### src/rtl/crosshair_move_ctrl_if.sv
// Key/draw-done inputs and control-code outputs between the crosshair move controller
// and its surroundings (keys and the movement datapath).
interface crosshair_move_ctrl_if;
  logic       key_left;
  logic       key_right;
  logic       key_up;
  logic       key_down;
  logic       draw_done;
  logic [3:0] control;
  logic       busy;
  logic       err_timeout;

  modport master (
    input  key_left, key_right, key_up, key_down, draw_done,
    output control, busy, err_timeout
  );

  modport slave (
    output key_left, key_right, key_up, key_down, draw_done,
    input  control, busy, err_timeout
  );
endinterface

### src/rtl/crosshair_move_ctrl.sv
// Crosshair movement controller: key synchronisers, movement tick, and the
// erase -> step -> redraw control-code sequencer for the movement datapath.
module crosshair_key_sync #(
  parameter int STAGES = 2
) (
  input  logic clk,
  input  logic reset_n,
  input  logic d,
  output logic q
);
  logic [STAGES-1:0] sr;

  always_ff @(posedge clk or negedge reset_n)
    if (!reset_n) sr <= '0;
    else          sr <= {sr[STAGES-2:0], d};

  assign q = sr[STAGES-1];
endmodule

module crosshair_move_ctrl #(
  parameter int TICK_DIV     = 833333,
  parameter int SYNC_STAGES  = 2,
  parameter int DRAW_TIMEOUT = 15
) (
  input  logic                  clk,
  input  logic                  reset_n,
  crosshair_move_ctrl_if.master bus
);
  localparam int TW = $clog2(TICK_DIV);
  localparam int WW = $clog2(DRAW_TIMEOUT + 1);

  typedef enum logic [3:0] {
    S_PREHOLD = 4'b0100,
    S_HOLD    = 4'b0000,
    S_CLEAR   = 4'b0001,
    S_LEFT    = 4'b0011,
    S_RIGHT   = 4'b0010,
    S_DOWN    = 4'b0110,
    S_UP      = 4'b0111,
    S_DRAW    = 4'b0101
  } state_t;

  // key vector order: 0 left, 1 right, 2 up, 3 down
  logic [3:0] key_raw, key_s, key_q;
  assign key_raw = {bus.key_down, bus.key_up, bus.key_right, bus.key_left};

  for (genvar k = 0; k < 4; k++) begin : g_sync
    crosshair_key_sync #(.STAGES(SYNC_STAGES)) u_sync (
      .clk(clk), .reset_n(reset_n), .d(key_raw[k]), .q(key_s[k])
    );
  end

  logic [TW-1:0] tick_cnt;
  logic          tick;
  assign tick = (tick_cnt == TW'(TICK_DIV - 1));

  always_ff @(posedge clk or negedge reset_n)
    if (!reset_n) tick_cnt <= '0;
    else          tick_cnt <= tick ? '0 : tick_cnt + TW'(1);

  state_t        state, nxt;
  logic [WW-1:0] wait_cnt;
  logic          busy_q, err_q;
  logic          go_h, go_v, waiting, dd_adv, to_adv;

  assign go_h    = key_q[0] ^ key_q[1];
  assign go_v    = key_q[2] ^ key_q[3];
  assign waiting = (state == S_CLEAR) || (state == S_DRAW);
  // First cycle of a visit ignores draw_done: it may still be high from the last draw.
  assign dd_adv  = (wait_cnt != '0) && bus.draw_done;
  assign to_adv  = (wait_cnt == WW'(DRAW_TIMEOUT - 1)) && !dd_adv;

  always_comb begin
    nxt = state;
    case (state)
      S_PREHOLD: nxt = S_CLEAR;
      S_HOLD:    if (tick && ((key_s[0] ^ key_s[1]) || (key_s[2] ^ key_s[3]))) nxt = S_CLEAR;
      S_CLEAR:   if (dd_adv || to_adv)
                   nxt = go_h ? (key_q[0] ? S_LEFT : S_RIGHT)
                       : go_v ? (key_q[3] ? S_DOWN : S_UP) : S_DRAW;
      S_LEFT,
      S_RIGHT:   nxt = go_v ? (key_q[3] ? S_DOWN : S_UP) : S_DRAW;
      S_DOWN,
      S_UP:      nxt = S_DRAW;
      S_DRAW:    if (dd_adv || to_adv) nxt = S_HOLD;
      default:   nxt = S_PREHOLD;
    endcase
  end

  always_ff @(posedge clk or negedge reset_n)
    if (!reset_n) begin
      state    <= S_PREHOLD;
      busy_q   <= 1'b1;
      err_q    <= 1'b0;
      key_q    <= '0;
      wait_cnt <= '0;
    end else begin
      state    <= nxt;
      busy_q   <= (nxt != S_HOLD);
      if (state == S_HOLD && tick) key_q <= key_s;
      wait_cnt <= (waiting && nxt == state) ? wait_cnt + WW'(1) : '0;
      if (waiting && to_adv) err_q <= 1'b1;
    end

  assign bus.control     = state;
  assign bus.busy        = busy_q;
  assign bus.err_timeout = err_q;
endmodule

### src/flat_wrapper.sv
// flat-port wrapper written by rule: the top's interface ports become plain ports
module crosshair_move_ctrl_flat 
#(
  parameter int TICK_DIV     = 833333,
  parameter int SYNC_STAGES  = 2,
  parameter int DRAW_TIMEOUT = 15
)
  (clk, reset_n, bus_key_left, bus_key_right, bus_key_up, bus_key_down, bus_draw_done, bus_control, bus_busy, bus_err_timeout);
  crosshair_move_ctrl_if bus_i ();
  input  logic clk;
  input  logic reset_n;
  input wire logic [$bits(bus_i.key_left)-1:0] bus_key_left;
  input wire logic [$bits(bus_i.key_right)-1:0] bus_key_right;
  input wire logic [$bits(bus_i.key_up)-1:0] bus_key_up;
  input wire logic [$bits(bus_i.key_down)-1:0] bus_key_down;
  input wire logic [$bits(bus_i.draw_done)-1:0] bus_draw_done;
  output wire logic [$bits(bus_i.control)-1:0] bus_control;
  output wire logic [$bits(bus_i.busy)-1:0] bus_busy;
  output wire logic [$bits(bus_i.err_timeout)-1:0] bus_err_timeout;
  assign bus_i.key_left = bus_key_left;
  assign bus_i.key_right = bus_key_right;
  assign bus_i.key_up = bus_key_up;
  assign bus_i.key_down = bus_key_down;
  assign bus_i.draw_done = bus_draw_done;
  assign bus_control = bus_i.control;
  assign bus_busy = bus_i.busy;
  assign bus_err_timeout = bus_i.err_timeout;
  crosshair_move_ctrl #(.TICK_DIV(TICK_DIV), .SYNC_STAGES(SYNC_STAGES), .DRAW_TIMEOUT(DRAW_TIMEOUT)) u_core (.clk(clk), .reset_n(reset_n), .bus(bus_i));
endmodule
### config.mk
export PLATFORM = sky130hd
export DESIGN_NAME = crosshair_move_ctrl_flat
export DESIGN_NICKNAME = d
export VERILOG_FILES = /design/src/rtl/crosshair_move_ctrl_if.sv /design/src/rtl/crosshair_move_ctrl.sv /design/src/flat_wrapper.sv
export SDC_FILE = /design/constraint.sdc
export NUM_CORES = 1
export LEC_CHECK = 0
export ABC_AREA = 1
export ABC_CLOCK_PERIOD_IN_PS = 4000
export CAP_MARGIN = 5
export CORE_MARGIN = 2
export CORE_UTILIZATION = 50
export CTS_BUF_LIST = sky130_fd_sc_hd__clkbuf_4
export CTS_CLUSTER_SIZE = 10
export DETAILED_ROUTE_END_ITERATION = 6
export GPL_ROUTABILITY_DRIVEN = 0
export PLACE_DENSITY = 0.69
export SYNTH_ARGS = -nofsm -noshare
export SYNTH_HDL_FRONTEND = slang
export SYNTH_HIERARCHICAL = 1
export SYNTH_SLANG_ARGS = --single-unit
export TNS_END_PERCENT = 100
### constraint.sdc
create_clock -name clk -period 4 [get_ports clk]
set_input_delay 0.8 -clock clk [delete_from_list [all_inputs] [get_ports clk]]
set_output_delay 0.8 -clock clk [all_outputs]
set_load 0.01 [all_outputs]
==> impl_summary.md <==
Floorplan
The die boundary width is 69.61 um. After floorplanning, the core was divided into 23 placement rows. The die covers 4845 sq um. The initial utilization of the core area, before any placement, comes to between 50 and 60%. In this run the count of I/O pins placed on the die edge is 13. The standard cell core area is 4058 sq um. In this run the vertical extent of the chip is ~70 um.

Finish
The area growth from synthesis to layout is 13.20%. Fill cells in the final layout number about 360. The post-route netlist has 11.36% of its cells at a drive strength greater than 1. Cells fill about three fifths of the core in the end. The library cell used most frequently in the layout, excluding fill and tap cells, is nand2_1. In the layout the commonest cells are nand2_1, nor2_1, dfrtp_1. The net count of the finished layout is 285. The area taken by multi-input logic gates is 948.4 sq um. The number of diodes added for antenna fixing is 0.

The area used by sequential logic in the layout is about 1100 sq um.

Clock network
The CTS tree is done. The number of setup buffers added after CTS is 0. In this run the clock root is driven by a clkbuf_4. After clock tree synthesis, the clock-pin slew on the worst setup and hold paths is about 0.13 ns.

The worst-skew pair later-pin latency is between 0.3 and 0.4 ns. Once the clock tree was built, the resizer swapped 0 gates to a different size. The clock tree synthesis step divided the H-tree into 2 levels. Hold repair after CTS inserted 0 buffers. The total clock buffers created by CTS is 5. For this design, the sink count on the clock tree is 42. The longest clock path from root to sink contains 2 buffers.

GRT
The via count of the first global-routing pass came to between 1500 and 2000. The initial antenna violation count came to 0. The fraction of met3 tracks used by global routing is between 4 and 5%. The pin count of the biggest net entering global routing is 43. In this run the most used layer during global routing was met1.

Global routing used roughly 27% of the available met1 tracks. The global-route wire length before repair is 6865 um. The global-route total usage across every layer is between 15 and 20%.

For this run the aggregate overflow at the end of global routing stands at 0. In the global route stage, met2 resource usage came out at between 20% and 30%.

Worst hold path
The worst hold path was traced through 0 stages. The worst hold path begins at u_core/g_sync[3].u_sync/sr[0]. In this run the worst hold path is classified as reg -> reg. The endpoint of the worst hold-timing path is u_core/g_sync[3].u_sync/sr[1].

Timing
The final number of max-transition violations is 0. After layout, the worst setup slack is approximately 1.8 ns. On the final layout, the worst hold slack is between 0.3 and 0.4 ns. Setup repair after global routing left no endpoint under its margin.

The final critical-path required period is roughly 2.2 ns. Between clock sinks in the finished design, the worst skew comes to roughly 0.0098 ns. After routing, the total negative slack on setup checks comes to 0 ns. The transition time of the tightest slew-check pin is about 0.93 ns. The ratio of final minimum period to clock period is a little under three fifths.

Setup violations remaining at the end of the flow were counted as 0. The maximum achievable frequency is approximately 450 MHz. The worst slew margin relative to its limit is between 30% and 40%. The number of hold-slack violations in the final timing report is 0.

Outcome
The run finished with clean final reports.

Route
The detailed-route via count is around 1600. Using the TritonRoute via totals, the vias-per-cell ratio works out to between 4 and 5. Wires add up to 3740 um. In the final routed layout, each cell accounts on average for 11.58 um.

Once detail routing completed, the nets flagged for antenna violations numbered 0. The number of DRC violations after detailed-routing iteration 0 is between 100 and 150. For this run, design rule violations remaining after detail routing come to 0.

The first detailed-routing pass took 4 iterations.

Yosys
The cell area that synthesis handed to floorplanning was about 2200 sq um. The dominant register cell in the synthesized netlist is dfrtp_1. Yosys printed 6 warnings. In this run, distinct cell masters in the synthesized netlist total 28. The number of instances in the synthesized netlist is 253. Dividing the synthesized area by the synthesized cell count gives ~8.5 sq um. The share of flip-flops with an asynchronous set or reset is 100.0%. After synthesis the netlist holds a flip-flop and latch count of 42.

The net count of the mapped netlist is ~270. The number of synthesized flops with an enable pin is 0. The share of the yosys chip area belonging to registers is 48.95%.

Critical path
The required time of the critical path is 3.20 ns. The endpoint identified for the worst register-to-register timing path is u_core/tick_cnt[19]. The cell count of the worst reg-to-reg path is 5.

Among cell families on the critical path, the largest total delay comes from flip-flops. The launching element of the worst setup path is u_core/bus.control[2]. STA classifies the critical path startpoint as a flip-flop. The kind of critical path is reg -> out. The largest single stage delay on the critical path is approximately 0.56 ns.

The highest net fanout along the worst path is 3. Together, buffers and inverters on the worst path number 1. The slowest library cell on the worst path is dfstp_2. The reg-to-reg startpoint is u_core/tick_cnt[0]. The worst-case register-to-register setup slack is between 2 and 2.5 ns. The kind of end point of the critical path is an output port. Traced cell by cell, the critical path runs through clkdlybuf4s50_1. The endpoint arrival time on the critical path is around 1.4 ns.

Power and ir drop
The design draws 0.8300 mW. For this design the ratio of total power to cell area is 340.7 nW/um^2. Combinational logic is responsible for around 6.2% of the overall power.

The clock network accounts for between 40% and 50% of the total power. In this run the power spent charging and discharging nets is about 0.18 mW. Of the total power, the share spent switching nets is roughly 21%. The internal power of the cells is 0.6523 mW. Across the VDD grid, the largest voltage drop is between 0.2 and 0.25 mV.

Summed over all cells, the static leakage comes to 1.191 nW. Registers are responsible for between 50% and 60% of the overall power.

Job
Across the run, the number of max-cap violations was 0.

Place
The setup slack at placement is around 1.9 ns. During placement, the flow inserted port buffers numbering 12. The post-DP HPWL is 2758 um.
-- power groups by stage --
stage,sequential (mW),clock [mW],combinational [mW]
after floorplan,0.451,0,0.0219
after global placement,0.449,0,0.0510
after detailed placement,0.449,0,0.0521
after CTS,0.441,0.348,0.0523
after global routing,0.443,0.368,0.0583
final,0.441,0.337,0.0515
-- cells by family after synthesis --
| family | synth area share, % |
|---|---|
| AND/OR/NAND/NOR | 30.99 |
| flip-flops | 48.95 |
| buffers and inverters | 6.977 |
| XOR/XNOR | 6.105 |
| AO/OA/AOI/OAI | 3.314 |
| adder cells (fa/ha/maj) | 3.488 |
| other | 0.1743 |
-- sequential cells by signal, summed over array words and instances, names as in the netlist --
register	count
u_core/bus.busy	1
u_core/bus.control	4
u_core/bus.err_timeout	1
u_core/g_sync.u_sync/sr	8
u_core/key_q	4
u_core/tick_cnt	20
u_core/wait_cnt	4
-- layer usage --
layer	vias up	share of wire [%]
met5	-	0
met4	0	1.1
met3	4	4.5
met2	38	40
met1	706	55
li1	836	-
-- how the worst max path moves through the flow --
stage          cells past startpoint            endpoint
6_report                           1      bus_control[2]
5_1_grt                            1      bus_control[2]
4_1_cts                            1      bus_control[2]
3_5_place_dp                       9  u_core/wait_cnt[2]
3_3_place_gp                      10  u_core/wait_cnt[0]
2_1_floorplan                      8  u_core/wait_cnt[2]
-- metrics by stage --
stage               cell area (sq um)  cells
floorplan                        2152    253
global placement                 2330    315
detailed placement               2330    315
CTS                              2436    323
global route                     2436    323
finish                           2436    323
-- Yosys cell counts (2+ instances only) --
master / count / area, sq um
ha_1: 6 / 75.07
dfrtp_1: 40 / 1001
nand4_2: 2 / 25.02
nand2_4: 2 / 22.52
nor2_1: 44 / 165.2
xnor2_1: 3 / 26.28
nand2_1: 49 / 183.9
xor2_1: 12 / 105.1
nor2_2: 2 / 12.51
inv_1: 37 / 138.9
dfstp_2: 2 / 52.55
nand3_1: 16 / 80.08
inv_2: 3 / 11.26
o21ai_2: 4 / 35.03
nor3_2: 2 / 20.02
nor3_1: 7 / 35.03
nor3b_1: 2 / 15.01
nand2_2: 2 / 12.51
nand4_1: 9 / 56.30
-- layout make-up --
class                      instances  share of cell area [%]
clock inverter                     3                   2.825
sequential                        42                   43.25
timing repair buffer              12                   4.725
multi-input combinational        171                   38.93
inverter                          40                   6.163
tap                               50                   2.568
clock buffer                       5                   1.541
Note: power is estimated with default switching activity, not from simulation.
